<file path="src/rtl/vend_pkg.sv">
// Shared encodings for the coin token feeder: FSM states, denomination codes
// and the denomination-to-token lookup.
package vend_pkg;

  localparam int STATE_W = 3;
  localparam int TOK_W   = 3;

  typedef logic [STATE_W-1:0] state_t;

  localparam logic [STATE_W-1:0] ST_IDLE     = 3'd0;
  localparam logic [STATE_W-1:0] ST_DEBOUNCE = 3'd1;
  localparam logic [STATE_W-1:0] ST_ACCEPT   = 3'd2;
  localparam logic [STATE_W-1:0] ST_EMIT     = 3'd3;
  localparam logic [STATE_W-1:0] ST_GAP      = 3'd4;
  localparam logic [STATE_W-1:0] ST_RELEASE  = 3'd5;

  localparam logic [1:0] COIN_1   = 2'b00;
  localparam logic [1:0] COIN_2   = 2'b01;
  localparam logic [1:0] COIN_5   = 2'b10;
  localparam logic [1:0] COIN_BAD = 2'b11;

  function automatic logic [TOK_W-1:0] token_count(input logic [1:0] sel);
    logic [TOK_W-1:0] n;
    case (sel)
      COIN_1:  n = TOK_W'(1);
      COIN_2:  n = TOK_W'(2);
      COIN_5:  n = TOK_W'(5);
      default: n = '0;
    endcase
    return n;
  endfunction

endpackage

</file>
<file path="src/rtl/coin_debounce.sv">
// Two-flop synchronizer for the coin sensor plus a stability counter that
// measures how long the synchronized level has been unchanged.
module coin_debounce #(
  parameter int DEB_CYCLES = 4
) (
  input  logic clk_i,
  input  logic rst_ni,
  input  logic coin_i,
  input  logic clr_i,
  output logic cs_o,
  output logic stable_hi_o,
  output logic stable_lo_o
);

  localparam int CNT_W = (DEB_CYCLES > 1) ? $clog2(DEB_CYCLES) : 1;
  localparam logic [CNT_W-1:0] CNT_MAX = CNT_W'(DEB_CYCLES - 1);

  logic             meta_q;
  logic             cs_q;
  logic [CNT_W-1:0] cnt_q;
  logic [CNT_W-1:0] cnt_d;

  // Restart when the level is about to change so cnt_q counts cycles of the
  // current cs level; saturates so a long-settled level reads stable at once.
  always_comb begin
    cnt_d = cnt_q;
    if (clr_i || (meta_q != cs_q)) begin
      cnt_d = '0;
    end else if (cnt_q != CNT_MAX) begin
      cnt_d = cnt_q + CNT_W'(1);
    end
  end

  always_ff @(posedge clk_i or negedge rst_ni) begin
    if (!rst_ni) begin
      meta_q <= 1'b0;
      cs_q   <= 1'b0;
      cnt_q  <= '0;
    end else begin
      meta_q <= coin_i;
      cs_q   <= meta_q;
      cnt_q  <= cnt_d;
    end
  end

  assign cs_o        = cs_q;
  assign stable_hi_o = cs_q && (cnt_q == CNT_MAX);
  assign stable_lo_o = !cs_q && (cnt_q == CNT_MAX);

endmodule

</file>
<file path="src/rtl/coin_token_feeder.sv">
// Coin acceptor front end: debounces the slot sensor, classifies the coin and
// emits a paced train of registered token pulses with credit and error tracking.
module coin_token_feeder
  import vend_pkg::*;
#(
  parameter int DEB_CYCLES = 4,
  parameter int JAM_CYCLES = 64,
  parameter int TOKEN_GAP  = 2,
  parameter int CW         = 8
) (
  input  logic          clk,
  input  logic          rst,
  input  logic          coin_in,
  input  logic [1:0]    coin_sel,
  output logic          T,
  output logic          busy,
  output logic [CW-1:0] credit,
  output logic          err
);

  localparam int GAP_W = (TOKEN_GAP > 1) ? $clog2(TOKEN_GAP) : 1;
  localparam int JAM_W = $clog2(JAM_CYCLES + 1);
  localparam logic [GAP_W-1:0] GAP_LAST = GAP_W'(TOKEN_GAP - 1);
  localparam logic [JAM_W-1:0] JAM_MAX  = JAM_W'(JAM_CYCLES);
  localparam logic [JAM_W-1:0] JAM_LAST = JAM_W'(JAM_CYCLES - 1);

  logic cs;
  logic stable_hi;
  logic stable_lo;
  logic deb_clr;

  state_t           state_q, state_d;
  logic [TOK_W-1:0] tok_q, tok_d;
  logic [GAP_W-1:0] gap_q, gap_d;
  logic [JAM_W-1:0] jam_q, jam_d;
  logic [1:0]       sel_q, sel_d;
  logic             t_q, t_d;
  logic             busy_q, busy_d;
  logic [CW-1:0]    credit_q, credit_d;
  logic             err_q, err_d;
  logic             emit_go;

  coin_debounce #(
    .DEB_CYCLES (DEB_CYCLES)
  ) u_debounce (
    .clk_i       (clk),
    .rst_ni      (rst),
    .coin_i      (coin_in),
    .clr_i       (deb_clr),
    .cs_o        (cs),
    .stable_hi_o (stable_hi),
    .stable_lo_o (stable_lo)
  );

  always_comb begin
    state_d  = state_q;
    tok_d    = tok_q;
    gap_d    = gap_q;
    jam_d    = jam_q;
    sel_d    = sel_q;
    busy_d   = busy_q;
    credit_d = credit_q;
    err_d    = err_q;
    deb_clr  = 1'b0;
    emit_go  = 1'b0;

    case (state_q)
      ST_IDLE: begin
        deb_clr = 1'b1;
        if (cs) begin
          state_d = ST_DEBOUNCE;
        end
      end

      ST_DEBOUNCE: begin
        if (!cs) begin
          state_d = ST_IDLE;
        end else if (stable_hi) begin
          // Busy covers the accept cycle itself, but only for a coin that will pay out.
          state_d = ST_ACCEPT;
          sel_d   = coin_sel;
          busy_d  = (coin_sel != COIN_BAD);
        end
      end

      ST_ACCEPT: begin
        if (sel_q == COIN_BAD) begin
          err_d   = 1'b1;
          state_d = ST_RELEASE;
        end else begin
          tok_d   = token_count(sel_q);
          emit_go = 1'b1;
          state_d = ST_EMIT;
        end
      end

      ST_EMIT: begin
        tok_d   = tok_q - TOK_W'(1);
        gap_d   = '0;
        state_d = ST_GAP;
      end

      ST_GAP: begin
        if (gap_q == GAP_LAST) begin
          if (tok_q != '0) begin
            emit_go = 1'b1;
            state_d = ST_EMIT;
          end else begin
            busy_d  = 1'b0;
            state_d = ST_RELEASE;
          end
        end else begin
          gap_d = gap_q + GAP_W'(1);
        end
      end

      ST_RELEASE: begin
        if (stable_lo) begin
          state_d = ST_IDLE;
        end
      end

      default: begin
        state_d = ST_IDLE;
      end
    endcase

    // The pulse is registered on entry to EMIT, so T is high exactly during EMIT.
    if (emit_go && (credit_q != '1)) begin
      credit_d = credit_q + CW'(1);
    end

    // A jam only flags the error; any payout in progress carries on.
    if (cs && (state_q != ST_IDLE)) begin
      if (jam_q != JAM_MAX) begin
        jam_d = jam_q + JAM_W'(1);
      end
      if (jam_q == JAM_LAST) begin
        err_d = 1'b1;
      end
    end else begin
      jam_d = '0;
    end
  end

  assign t_d = emit_go;

  always_ff @(posedge clk or negedge rst) begin
    if (!rst) begin
      state_q  <= ST_IDLE;
      tok_q    <= '0;
      gap_q    <= '0;
      jam_q    <= '0;
      sel_q    <= COIN_1;
      t_q      <= 1'b0;
      busy_q   <= 1'b0;
      credit_q <= '0;
      err_q    <= 1'b0;
    end else begin
      state_q  <= state_d;
      tok_q    <= tok_d;
      gap_q    <= gap_d;
      jam_q    <= jam_d;
      sel_q    <= sel_d;
      t_q      <= t_d;
      busy_q   <= busy_d;
      credit_q <= credit_d;
      err_q    <= err_d;
    end
  end

  assign T      = t_q;
  assign busy   = busy_q;
  assign credit = credit_q;
  assign err    = err_q;

endmodule

</file>
<file path="config.mk">
export PLATFORM = sky130hd
export DESIGN_NAME = coin_token_feeder
export DESIGN_NICKNAME = d
export VERILOG_FILES = /design/src/rtl/vend_pkg.sv /design/src/rtl/coin_debounce.sv /design/src/rtl/coin_token_feeder.sv
export SDC_FILE = /design/constraint.sdc
export NUM_CORES = 1
export LEC_CHECK = 0
export CORE_MARGIN = 5
export CORE_UTILIZATION = 51
export CTS_CLUSTER_DIAMETER = 80
export DETAILED_ROUTE_END_ITERATION = 7
export PLACE_DENSITY = 0.73
export RECOVER_POWER = 50
export SYNTH_ARGS = -nofsm -noshare
export SYNTH_HDL_FRONTEND = slang
export SYNTH_SLANG_ARGS = --single-unit
</file>
<file path="constraint.sdc">
create_clock -name clk -period 4.3 [get_ports clk]
set_input_delay 0.86 -clock clk [delete_from_list [all_inputs] [get_ports clk]]
set_output_delay 0.86 -clock clk [all_outputs]
set_load 0.005 [all_outputs]
</file>
### After elaboration in Yosys (flattened, before gate mapping)

Index checks and enable logic that the tools add are counted.

| word-level totals | value |
|---|---|
| input bits | 5 |
| register bits after elaboration | 31 |
| logic and storage cells | 90 |
| output and inout bits | 11 |

| operators by class | value |
|---|---|
| add/sub/neg operators | 5 |
| reduce and logical (&&, ||, !) cells | 18 |
| mux-type cells | 31 |
| eq/ne operators | 24 |

Operator list:

| operator | count |
|---|---|
| $mux 3 | 8 |
| $pmux 3 s6 | 1 |
| $mux 7 | 2 |
| $ne 2x2->1 const B | 7 |
| $mux 1 | 13 |
| $pmux 3 s3 | 1 |
| $add 8x1->8 const B | 1 |
| $ne 8x8->1 const B | 1 |
| $reduce_bool 2->1 | 4 |
| $add 7x1->7 const B | 1 |
| $eq 7x6->1 const B | 1 |
| $ne 7x7->1 const B | 1 |
| $eq 2x2->1 const B | 3 |
| $eq 3x2->1 const B | 2 |
| $eq 3x3->1 const B | 2 |
| $ne 2x1->1 const B | 3 |
| $pmux 1 s2 | 3 |
| $pmux 3 s2 | 1 |
| $reduce_bool 3->1 | 2 |
| $reduce_and 5->1 | 1 |
| $logic_and 1x1->1 | 4 |
| $mux 2 | 2 |
| $reduce_and 4->1 | 1 |
| $eq 3x1->1 const B | 1 |
| 12 further kinds | 12 |

### Depth between registers and ports, before layout

Gate-level depths: netlist of run 1.

| depth | value |
|---|---|
| depth after elaboration | 5 |
| gate-level depth with buffers | 8 |
| mapped depth without buffers | 8 |

### Hierarchy

A second synthesis of run 1 with hierarchy kept.

| second synthesis, totals | value |
|---|---|
| cells, all modules | 156 |
| area total of the unflattened synthesis | 1631.6 µm² |

By module, submodules not included:

| module | sequential area each (µm²) | times used | area each (µm²) | cells an instance |
|---|---|---|---|---|
| coin_token_feeder | 675.6 | 1 | 1455.1 | 144 |
| coin_debounce | 100.1 | 1 | 176.4 | 12 |

### Worst setup path before layout of run 1

No wires, ideal clock.

| timing path | value |
|---|---|
| path kind | register to register |
| from | register tok_q[0] |
| to | register credit_q[1] (netlist: credit[1]) |
| data arrival time | 1.687 ns |
| buffers on the path | 0 |
| library setup time | 0.128 ns |
| clock period less this slack | 1.815 ns |
| cell stages (with the launch flop) | 8 |
| setup slack | 2.485 ns |
| data required time | 4.172 ns |
| cells stage by stage | dfrtp_1 -> inv_1 -> ha_1 -> ha_1 -> nor4b_4 -> a22oi_4 -> nor2_1 -> mux2_1 |

| on the way | value |
|---|---|
| longest elaborated chain between the ends | 5 |

RTL lines:

| element | line | source |
|---|---|---|
| from (decl) | coin_token_feeder.sv:33 | `logic [TOK_W-1:0] tok_q, tok_d;` |
| from (signal assigned) | coin_token_feeder.sv:161 | `tok_q <= tok_d;` |
| $reduce_bool 3->1 | coin_token_feeder.sv:105 | `if (tok_q != '0) begin` |
| $mux 1 | coin_token_feeder.sv:105 |  |
| $mux 1 | coin_token_feeder.sv:104 | `if (gap_q == GAP_LAST) begin` |
| $pmux 1 s2 | coin_token_feeder.sv:67 | `case (state_q)` |
| $logic_and 1x1->1 | coin_token_feeder.sv:129 | `if (emit_go && (credit_q != '1)) begin` |
| to (signal assigned) | coin_token_feeder.sv:167 | `credit_q <= credit_d;` |
| to (decl) | coin_token_feeder.sv:39 | `logic [CW-1:0] credit_q, credit_d;` |

Every way passes these cells.
A chain may end at the register's enable or synchronous reset.

==> results of run 1 <==
power breakdown:
part / switching, mW / leakage, nW / total, mW / internal [mW]
Clock: 0.0922 / 0.0293 / 0.156 / 0.0636
Sequential: 0.118 / 0.406 / 0.485 / 0.367
Combinational: 0.193 / 0.415 / 0.389 / 0.196
Total: 0.402 / 0.850 / 1.03 / 0.627
placed cells by master (no fill, tap or decap), types with 2 or more instances in the layout:
master	count
and3_1	2
nor2_1	20
mux2i_1	2
xor2_1	10
nor4_1	2
xnor2_1	3
nand3_1	8
nand2_1	6
ha_1	6
a41oi_1	2
clkdlybuf4s50_1	13
nand3b_1	2
clkbuf_1	3
o311a_1	2
nand2b_1	2
a21oi_1	13
o31ai_1	3
inv_1	9
dlygate4sd3_1	2
clkbuf_4	5
o21ai_0	2
a31oi_1	2
nor2b_1	2
mux2_2	3
dfrtp_1	31
cells in the mapped netlist, types with 2 or more instances:
cell type	number
nand2b_1	2
nor2b_1	2
mux2i_1	2
a21oi_1	13
buf_4	2
inv_1	9
o21ai_0	2
xnor2_1	3
nand3_1	8
nand2_1	6
dfrtp_1	31
nor4_1	2
o311a_1	2
o31ai_1	3
a41oi_1	2
mux2_2	3
ha_1	6
nand3b_1	2
and3_1	2
xor2_1	10
nor2_1	20
a31oi_1	2
how the worst max path moves through the flow:
stage | startpoint | endpoint | slack [ns] | depth (start not counted)
2_1_floorplan | tok_q[0] | credit[1] | 2.49 | 7
3_3_place_gp | state_q[1] | credit[1] | 2.36 | 4
3_5_place_dp | state_q[1] | credit[1] | 2.26 | 4
4_1_cts | credit[3] | credit[3] | 2.12 | 1
5_1_grt | rst | T | 1.53 | 2
6_report | rst | tok_q[2] | 1.88 | 2
sequential cells by signal, summed over array words and instances (netlist names), 2 cells and up:
signal and flops:
state_q 3, tok_q 3, credit 8, sel_q 2, u_debounce.cnt_q 2, jam_q 7
area by class of cell:
| type | count | share of cell area |
|---|---|---|
| clock buffers | 7 | 0.0245 |
| clock inverters | 1 | 0.00273 |
| inverters | 9 | 0.0184 |
| multi-input cells | 109 | 0.418 |
| flip-flops and latches | 31 | 0.423 |
| well taps | 44 | 0.0300 |
| repair buffers | 16 | 0.0838 |
routing by layer:
metal	routed length (um)	vias up
li1	-	581
met1	1280	583
met2	1540	20
met3	106	8
met4	68	0
met5	0	-
cells by family after synthesis:
kind of cell / count (synthesis)
AOI/OAI and AO/OA: 32
xor gates and xnor gates: 13
adders and majority gates: 6
buffers and inverters: 14
DFF: 31
muxes: 6
and+or+nand+nor: 52
metrics by stage:
step,power (mW),instances,instance area (um2)
5_1_grt,1.12,217,1840
2_1_floorplan,0.763,154,1610
4_1_cts,1.04,217,1840
6_report,1.03,217,1840
3_5_place_dp,0.880,209,1790
3_3_place_gp,0.857,209,1790
==> flow_metrics.env, run 1 <==
export IMPL_critPathLaunchType="primary input"
export IMPL_viasPerCell=5.49
export IMPL_grt_pass1_wl_mm=5.20
export IMPL_crit_path_cell_trace="dlygate4sd3_1 -> clkbuf_1"
export IMPL_dieWidth_um=66.2
export IMPL_synth_seq_cells=31
export IMPL_core_area_mm2=0.00305
export IMPL_grt_overflow_total=0
export IMPL_min_delay_worst_endpoint="u_debounce.cs_o"
export IMPL_worst_pin_slew_ns=1.62
export IMPL_synth_compound_area_frac=0.142
export IMPL_cts_setup_buffers=0
export IMPL_hold_slack_ns=0.409
export IMPL_synth_edf_count=0
export IMPL_fillCellCount=286
export IMPL_required_ns=4.44
export IMPL_rrSetupSlack_ns=2.23
export IMPL_synth_distinct_cells=42
export IMPL_synth_xor_area_share=0.0707
export IMPL_p_leak_nw=0.850
export IMPL_fin_skew_ns=0.00612
export IMPL_grt_pass1_vias=1173
export IMPL_synth_top_family_by_area="simple AND/OR/NAND/NOR gates"
export IMPL_rsz0062_at_grt="false"
export IMPL_met3_usage=0.0561
export IMPL_initial_core_util=0.528
export IMPL_status="finished, violations left"
export IMPL_reg2reg_depth=4
export IMPL_n_antenna_cell=0
export IMPL_drc=0
export IMPL_max_stage_delay_ns=1.17
export IMPL_antenna_found_initial=0
export IMPL_cts_clk_slew_worst_paths_ns=0.09
export IMPL_syn_avg_cell_area_um2=10.5
export IMPL_tns_ns=0
export IMPL_synth_area_top_cells="dfrtp_1 48%, xor2_1 5.4%, ha_1 4.7%"
export IMPL_crit_arrival_ns=2.56
export IMPL_multi_input_area_um2=767
export IMPL_via_count=1192
export IMPL_hold_path_class="flip-flop to flip-flop"
export IMPL_power_density_mw_per_mm2=561
export IMPL_crit_path_end_kind="async pin"
export IMPL_yosysTopAreaCell="dfrtp_1"
export IMPL_synth_top_cell_area_share=0.481
export IMPL_finalCritPeriodShare=0.562
export IMPL_syn_to_final_growth_pct=13.9
export IMPL_detail_route_antenna_nets=0
export IMPL_ir_worst_vdd_uv=246
export IMPL_period_minus_slack_ns=2.42
export IMPL_reg2reg_from="state_q[1]"
export IMPL_met2_usage=0.257
export IMPL_die_area_mm2=0.00438
export IMPL_synthAdderAreaFrac=0.0466
export IMPL_seqCellArea_um2=776
export IMPL_cts_max_path_buffers=2
export IMPL_crit_fanout=31
export IMPL_max_freq_mhz=414
export IMPL_async_flop_share=1.00
export IMPL_slew_headroom=-0.0827
export IMPL_drt_pass1_iterations=4
export IMPL_dieHeight_um=66.2
export IMPL_syn_area_mm2=0.00161
export IMPL_cts_root_buf="clkbuf_4"
export IMPL_place_congestion=0.792
export IMPL_violations="max-capacitance violations, max-slew violations"
export IMPL_maxCapViolCount=1
export IMPL_synth_mux_area_frac=0.0404
export IMPL_ys_flop_type="dfrtp_1"
export IMPL_syn_nets=165
export IMPL_synth_simple_area_share=0.176
export IMPL_wire_per_inst_um=13.8
export IMPL_dpl_hpwl_mm=2.17
export IMPL_num_rows=20
export IMPL_cts_max_level=2
export IMPL_critical_path_class="primary input to async pin"
export IMPL_cts_resized=0
export IMPL_grtUsageMet1=0.188
export IMPL_maxSlewViolCount=32
export IMPL_drt_total_wl_mm=3.00
export IMPL_setup_ws_ns=1.88
export IMPL_hp_start="u_debounce.meta_q"
export IMPL_cts_tree="yes"
export IMPL_r2r_end="credit[1]"
export IMPL_cts_inserted_buffers=5
export IMPL_grt_usage=0.159
export IMPL_drt_iter0_markers=86
export IMPL_path_buf_inv=2
export IMPL_setup_violations_final=0
export IMPL_slowest_stage="clkbuf_1"
export IMPL_clk_latency_ns=0.32
export IMPL_layout_drive_gt1_share=0.0867
export IMPL_synth_seq_area_share=0.481
export IMPL_cts_num_sinks=31
export IMPL_cts_hold_buf=0
export IMPL_dp_worst_setup_slack_ns=2.26
export IMPL_nets=183
export IMPL_hold_viol=0
export IMPL_crit_family="buffers and inverters"
export IMPL_utilization=0.601
export IMPL_synthCells=154
export IMPL_yosys_warnings=0
export IMPL_top_usage_layer="met2"
export IMPL_min_path_cells=0
export IMPL_io_pins=16
export IMPL_grt_max_degree=32
export IMPL_port_buffers=15
(Power assumes the default switching activity.)
==> run 2, diff against run 1 <==
--- a/config.mk
+++ b/config.mk
@@ -6,10 +6,10 @@
 export NUM_CORES = 1
 export LEC_CHECK = 0
 export CORE_MARGIN = 5
-export CORE_UTILIZATION = 51
+export CORE_UTILIZATION = 50
 export CTS_CLUSTER_DIAMETER = 80
 export DETAILED_ROUTE_END_ITERATION = 7
-export PLACE_DENSITY = 0.73
+export PLACE_DENSITY = 0.74
 export RECOVER_POWER = 50
 export SYNTH_ARGS = -nofsm -noshare
 export SYNTH_HDL_FRONTEND = slang
==> constraint.sdc (replaced) <==
create_clock -name clk -period 2.1 [get_ports clk]
set_input_delay 0.42 -clock clk [delete_from_list [all_inputs] [get_ports clk]]
set_output_delay 0.42 -clock clk [all_outputs]
set_load 0.005 [all_outputs]
==> run 2 against run 1 <==
The run now ends clean; core utilization rose by 1.1 points; worst hold slack lost 0.012 ns; critical path depth rose by 5; final cell count increased by 0.92%; cell area up 2.7%; die area up 1.7%; sequential cell count stayed put; global-route usage about the same; setup slack got worse by 1.8 ns; via count rose by 1.3%; critical endpoint is now credit[1]; largest cell class unchanged.
==> flow_metrics.env, run 2 (synthesis gave the netlist of run 1 again) <==
export IMPL_status="finished clean"
export IMPL_r2r_end="credit[1]"
export IMPL_dieWidth_um=66.8
export IMPL_ir_worst_vdd_uv=712
export IMPL_grt_overflow_total=0
export IMPL_wire_per_inst_um=14.2
export IMPL_tns_ns=0
export IMPL_hold_slack_ns=0.398
export IMPL_crit_arrival_ns=2.19
export IMPL_cts_hold_buf=0
export IMPL_grt_usage=0.159
export IMPL_maxCapViolCount=0
export IMPL_power_mw=2.29
export IMPL_grt_pass1_vias=1243
export IMPL_rrSetupSlack_ns=0.13
export IMPL_power_density_mw_per_mm2=1220
export IMPL_cts_setup_buffers=0
export IMPL_cts_tree="yes"
export IMPL_place_congestion=0.844
export IMPL_rsz0062_at_grt="false"
export IMPL_largest_reg_flops=8
export IMPL_drt_iter0_markers=70
export IMPL_cts_resized=0
export IMPL_min_path_cells=0
export IMPL_cts_root_buf="clkbuf_4"
export IMPL_detail_route_antenna_nets=0
export IMPL_finalCritPeriodShare=0.939
export IMPL_reg2reg_depth=7
export IMPL_layout_drive_gt1_share=0.109
export IMPL_num_rows=20
export IMPL_cts_inserted_buffers=5
export IMPL_dieHeight_um=66.8
export IMPL_worst_pin_slew_ns=0.744
export IMPL_nets=185
export IMPL_grt_max_degree=32
export IMPL_slew_headroom=0.504
export IMPL_cts_max_path_buffers=2
export IMPL_min_delay_worst_endpoint="u_debounce.cs_o"
export IMPL_antenna_found_initial=0
export IMPL_critical_path_class="flip-flop to flip-flop"
export IMPL_max_freq_mhz=507
export IMPL_n_antenna_cell=0
export IMPL_reg2reg_from="tok_q[0]"
export IMPL_drt_total_wl_mm=3.11
export IMPL_die_area_mm2=0.00446
export IMPL_crit_fanout=6
export IMPL_initial_core_util=0.524
export IMPL_maxSlewViolCount=0
export IMPL_grt_pass1_wl_mm=5.37
export IMPL_clk_latency_ns=0.33
export IMPL_drt_pass1_iterations=4
export IMPL_hold_path_class="flip-flop to flip-flop"
export IMPL_hp_start="u_debounce.meta_q"
export IMPL_syn_to_final_growth_pct=16.9
export IMPL_cts_num_sinks=31
export IMPL_critPathLaunchType="flip-flop"
export IMPL_port_buffers=15
export IMPL_required_ns=2.32
export IMPL_dpl_cell_count=211
export IMPL_viasPerCell=5.51
export IMPL_p_leak_nw=0.878
export IMPL_crit_path_end_kind="flip-flop"
export IMPL_core_area_mm2=0.00308
export IMPL_mostFrequentLayoutCells="31 x dfrtp_1, 20 x nor2_1, 13 x a21oi_1, 13 x clkdlybuf4s50_1, 10 x xor2_1"
export IMPL_setup_violations_final=0
export IMPL_drc=0
export IMPL_cts_max_level=2
export IMPL_hold_viol=0
export IMPL_period_minus_slack_ns=1.97
export IMPL_io_pins=16
export IMPL_cts_clk_slew_worst_paths_ns=0.10
export IMPL_fin_skew_ns=0.0103
export IMPL_final_common_cell="dfrtp_1"
export IMPL_dpl_hpwl_mm=2.25
export IMPL_stdcell_count=219
export IMPL_via_count=1207
[run 2: worst max-delay path, cell delays in order, from the launching register on]
cell,delay (ns)
dfrtp_1,0.38
inv_1,0.07
ha_1,0.19
ha_1,0.23
nor4b_4,0.27
a22oi_4,0.11
nor2_1,0.26
mux2_1,0.35
[run 2: through the flow]
stage | setup slack, ns | utilization | instance area (um2)
after floorplan | 0.285 | - | 1610
after global placement | 0.229 | 0.586 | 1800
after detailed placement | 0.148 | 0.586 | 1800
after CTS | 0.134 | 0.614 | 1890
after global routing | 0.0290 | 0.612 | 1880
final | 0.129 | 0.612 | 1880
[run 2: routing by layer]
layer	part of all wire	GRT usage
met1	0.43	0.181
met2	0.52	0.276
met3	0.037	0.0455
met4	0.012	0.0685
met5	0	0
[run 2: area by class of cell]
cell class	count	area (um2)
Multi-Input combinational cell	109	767
Clock buffer	6	51.3
Clock inverter	2	35.0
Fill cell	279	1190
Tap cell	44	55.1
Sequential cell	31	776
Timing Repair Buffer	18	166
Inverter	9	33.8
[run 2: how the worst max path moves through the flow]
stage / startpoint / cells after the start / to
final: tok_q[0] / 7 / credit[1]
after global routing: tok_q[0] / 7 / credit[1]
after CTS: tok_q[0] / 7 / credit[1]
after global placement: tok_q[0] / 7 / credit[1]
after floorplan: tok_q[0] / 7 / credit[1]
after detailed placement: tok_q[0] / 7 / credit[1]
[run 2: power breakdown]
part	leakage, nW	internal [mW]	switching (mW)	total, mW
clock	0.0482	0.281	0.197	0.478
sequential	0.406	0.751	0.243	0.994
combinational	0.424	0.416	0.407	0.822
